## src/rtl/btn_pulse.sv

```systemverilog
// btn_pulse: synchronizes and debounces a raw push-button level, then emits one
// registered single-cycle count-enable pulse per accepted press.
//
// Ports:
//   clk       in   single clock, all state updates on posedge
//   reset     in   asynchronous active-low reset
//   sw        in   raw asynchronous bouncing button level, 1 = pressed
//   x         out  registered one-cycle pulse per debounced press
//   sw_level  out  registered debounced button level, 1 = stably pressed
//
// Parameter DB_CYCLES (2..65535) is the number of consecutive stable
// synchronized samples counted in PRESS_CHK / REL_CHK before a level change
// is accepted.
module btn_pulse #(
   parameter int unsigned DB_CYCLES = 4
) (
   input  logic clk,
   input  logic reset,
   input  logic sw,
   output logic x,
   output logic sw_level
);

   localparam int unsigned CNT_W = 16;
   localparam logic [CNT_W-1:0] CNT_LAST = CNT_W'(DB_CYCLES - 1);

   typedef enum logic [1:0] {
      IDLE      = 2'd0,
      PRESS_CHK = 2'd1,
      PRESSED   = 2'd2,
      REL_CHK   = 2'd3
   } state_t;

   logic             s1;
   logic             s2;
   state_t           state;
   logic [CNT_W-1:0] cnt;

   // Two-flop synchronizer; only s2 is allowed to reach the FSM.
   always_ff @(posedge clk or negedge reset) begin
      if (!reset) begin
         s1 <= 1'b0;
         s2 <= 1'b0;
      end else begin
         s1 <= sw;
         s2 <= s1;
      end
   end

   // Debounce FSM with registered pulse and level outputs.
   // x defaults low every cycle so it can only be high for the single cycle
   // after the PRESS_CHK -> PRESSED transition.
   always_ff @(posedge clk or negedge reset) begin
      if (!reset) begin
         state    <= IDLE;
         cnt      <= '0;
         x        <= 1'b0;
         sw_level <= 1'b0;
      end else begin
         x <= 1'b0;
         case (state)
            IDLE: begin
               if (s2) begin
                  state <= PRESS_CHK;
                  cnt   <= '0;
               end
            end
            PRESS_CHK: begin
               if (!s2) begin
                  state <= IDLE;
               end else if (cnt == CNT_LAST) begin
                  state    <= PRESSED;
                  x        <= 1'b1;
                  sw_level <= 1'b1;
               end else begin
                  cnt <= cnt + CNT_W'(1);
               end
            end
            PRESSED: begin
               if (!s2) begin
                  state <= REL_CHK;
                  cnt   <= '0;
               end
            end
            REL_CHK: begin
               if (s2) begin
                  state <= PRESSED;
               end else if (cnt == CNT_LAST) begin
                  state    <= IDLE;
                  sw_level <= 1'b0;
               end else begin
                  cnt <= cnt + CNT_W'(1);
               end
            end
            default: begin
               state    <= IDLE;
               cnt      <= '0;
               sw_level <= 1'b0;
            end
         endcase
      end
   end

endmodule

```

## config.mk

```make
export PLATFORM = sky130hd
export DESIGN_NAME = btn_pulse
export DESIGN_NICKNAME = d
export VERILOG_FILES = /design/src/rtl/btn_pulse.sv
export SDC_FILE = /design/constraint.sdc
export NUM_CORES = 1
export LEC_CHECK = 0
export BUFFER_PORTS_ARGS = -buffer_cell sky130_fd_sc_hd__buf_4
export CORE_MARGIN = 5
export CORE_UTILIZATION = 45
export CTS_BUF_LIST = sky130_fd_sc_hd__clkbuf_4
export DETAILED_ROUTE_END_ITERATION = 12
export PLACE_DENSITY = 0.73
export SYNTH_ARGS = -nofsm -noshare
export SYNTH_HDL_FRONTEND = slang
export SYNTH_SLANG_ARGS = --single-unit
```

## constraint.sdc

```tcl
create_clock -name clk -period 2.55 [get_ports clk]
set_clock_uncertainty 0.1 [all_clocks]
set_input_delay 0.255 -clock clk [delete_from_list [all_inputs] [get_ports clk]]
set_output_delay 0.255 -clock clk [all_outputs]
set_load 0.02 [all_outputs]
```

==> run_results.csv <==
group,metric,value,unit
status,status,"finished, final reports clean",
floorplan,initial_core_util,0.4697,
layout,syn2layout_area_growth,9.785,%
sta,finalSetupViolations,0,
yosys,synth_seq_cells,22,
pwr,pwr-share-clk,0.184,
critical_path,required,2.65,ns
layout,fin_util,0.5157,
grt,grt_pass1_vias,940,
layout,layout.cells.non_filler,166,
pwr,power.leakage,0.4976,nW
yosys,netlist_area,1164,sq um
grt,antenna_found_initial,0,
critical_path,cp_slowest_cell,"a41o_1",
yosys,ys_warn_count,0,
hold_path,hold_path.class,"in2async",
clock_tree,clockBufferDepth,2,
yosys,synthDominantCellAreaShare,0.4731,
yosys,synth_edf_count,0,
clock_tree,clkSlewWorstSetupHoldPaths,0.12,ns
clock_tree,htree_levels,1,
pwr,p_seq_frac,0.471,
floorplan,rows,18,
pwr,power.switching,371.0,uW
sta,max_freq,447.4,MHz
layout,n_antenna_cell,0,
yosys,synth_most_common_cell,"nand2_1",
critical_path,end_kind,"flop",
pwr,ir_worst_vdd,0.5412,mV
pwr,sw_frac_of_total,0.4048,
pwr,p_total,916.3,uW
critical_path,cp_max_fo,15,
yosys,synth.largest_area_cell,"dfrtp_1",
critical_path,critPathMaxStageDelay,0.57,ns
sta,tightestPinTransition,0.6088,ns
clock_tree,cts-root-buf,"clkbuf_4",
run,cap_violations,0,
floorplan,fp.dieH,60.85,microns
yosys,synthTopCellsByArea,"dfrtp_1, nand2_1, o221ai_1",
yosys,synthFlopType,"dfrtp_1",
floorplan,die_w,60.85,microns
floorplan,dieArea,3703,sq um
yosys,ys_seq_area_frac,0.4731,
yosys,synthCells,128,
place,dp_cells,160,
layout,drive_gt1_frac,0.09559,
sta,period_needed,2.235,ns
routing,ant_nets,0,
sta,maxSlewViolCount,0,
clock_tree,cts_tree,"yes",
pwr,p_comb_frac,0.345,
routing,drt-total-wl,2628,microns
grt,grtUsageTotal,0.1553,
yosys,netlist-cell-type-count,30,
critical_path,cp_data_arrival_time,2.34,ns
routing,wire_per_inst,15.83,microns
clock_tree,cts_sinks,22,
grt,gr-total-overflow,0,
routing,vias,1058,
clock_tree,cts_buffers,3,
sta,min_period_over_period,0.8765,
clock_tree,clk_latency,0.32,ns
critical_path,critPathKind,"reg2reg",
yosys,synthArstFlopShare,1.000,
grt,grt_max_degree,23,
floorplan,core,2477,sq um
floorplan,pin_count,5,
place,place.gp.congestion,0.8084,
place,port_buffers,4,
sta,slew_headroom,0.5884,
routing,avgViaCountPerCell,6.373,
yosys,synth.net_count,132,
layout,fillerInstances,231,
grt,grt_pass1_wl,4257,microns
layout,nNetsFinal,141,
place,hpwl,1800,microns
layout,postLayoutCellArea,1277,sq um
place,place_area,1231,sq um
pwr,internal-power,545.3,uW
sta,hold_viol_final,0,
yosys,avgSynthCellArea,9.091,sq um
critical_path,critPathLaunchType,"flop",
sta,rsz0062_at_grt,"false",
clock_tree,postCtsSetupRepairBufs,0,
routing,drt_iter0_markers,88,
yosys,synth_common_cells,"nand2_1, dfrtp_1, nor4_1",
pwr,power_density,717.3,nW/um^2
critical_path,worstPathCellList,"ha_1, nor4b_1, a41o_1, buf_4, o221ai_1",
routing,firstDrtPassIters,4,
routing,drc_errors,0,
sta,tns,0,ns
critical_path,reg2reg_depth,5,
clock_tree,cts.repair.resized,0,
logic make-up after synthesis:
group / synth area share
adder cells (fa/ha/maj): 0.01075
AND/OR/NAND/NOR: 0.3215
AO/OA/AOI/OAI: 0.1516
buffers and inverters: 0.03548
flip-flops: 0.4731
XOR/XNOR: 0.007528
registers in the layout, summed over array words and instances (netlist names), named ones only:
signal and count:
sw_level 1, s2 1, s1 1, state 1
x 1, cnt 16
per-layer routing:
| layer | part of all wire | global-route usage | vias up |
|---|---|---|---|
| met5 | 0 | 0 | - |
| met4 | 0.013 | 0.04025 | 0 |
| met3 | 0.072 | 0.05319 | 6 |
| met2 | 0.46 | 0.2321 | 34 |
| met1 | 0.45 | 0.2159 | 519 |
| li1 | - | - | 499 |
final timing paths:
kind                              from     end  slack [ns]
worst max-delay path            cnt[0]  cnt[2]        0.31
worst min-delay path             reset  cnt[0]        0.24
worst max register to register  cnt[0]  cnt[2]        0.31
worst min register to register      s1      s2        0.26
max in group asynchronous        reset  cnt[7]        1.89
min in group clk                    s1      s2        0.26
final cells by class:
| class | count | area, sq um | share of cell area |
|---|---|---|---|
| clock buffers | 3 | 22.52 | 0.01763 |
| flip-flops and latches | 22 | 550.5 | 0.4309 |
| clock inverters | 1 | 3.754 | 0.002938 |
| multi-input cells | 96 | 571.8 | 0.4476 |
| inverters | 5 | 18.77 | 0.01469 |
| well taps | 30 | 37.54 | 0.02938 |
| repair buffers | 9 | 72.57 | 0.05681 |
what timing repair did:
item,CTS,global route
hold buffers,2,0
hold endpoints to repair,23,0
endpoints found under the setup margin,0,0
power by group through the flow:
stage                     registers (mW)  logic (mW)  clock network, mW
after global routing               0.436       0.349              0.183
after detailed placement           0.436       0.309                  0
final                              0.431       0.316              0.169
after global placement             0.434       0.298                  0
after floorplan                    0.436       0.211                  0
after CTS                          0.429       0.313              0.169
worst max-delay path: cells and delay by family, from the launching register on:
kind            cells  cell delay, ns
buf+inv             1            0.23
flops               1            0.43
fa+ha+maj           1            0.25
compound gates      2            0.70
simple gates        1            0.41
stage by stage:
stage               hold WS (ns)  worst slack, ns
detailed placement       0.05961           0.3289
global route              0.2690           0.1301
global placement         0.05892           0.4345
floorplan                -0.1406           0.6615
CTS                       0.2502           0.2962
finish                    0.2414           0.3148
placed cells by master, fill, tap and decap left out, types with 3 or more instances in the layout:
master    instances
nor3_1            5
o21ai_0           6
clkbuf_4          3
nor4_1            7
dfrtp_1          22
nor4b_1           4
nand4_1           4
nand3_1           5
nand2_1          28
or4_1             3
o221ai_1          6
o211ai_1          4
nor2_1            3
inv_1             4
nand3b_1          5
buf_4             7
(Power assumes the default switching activity.)
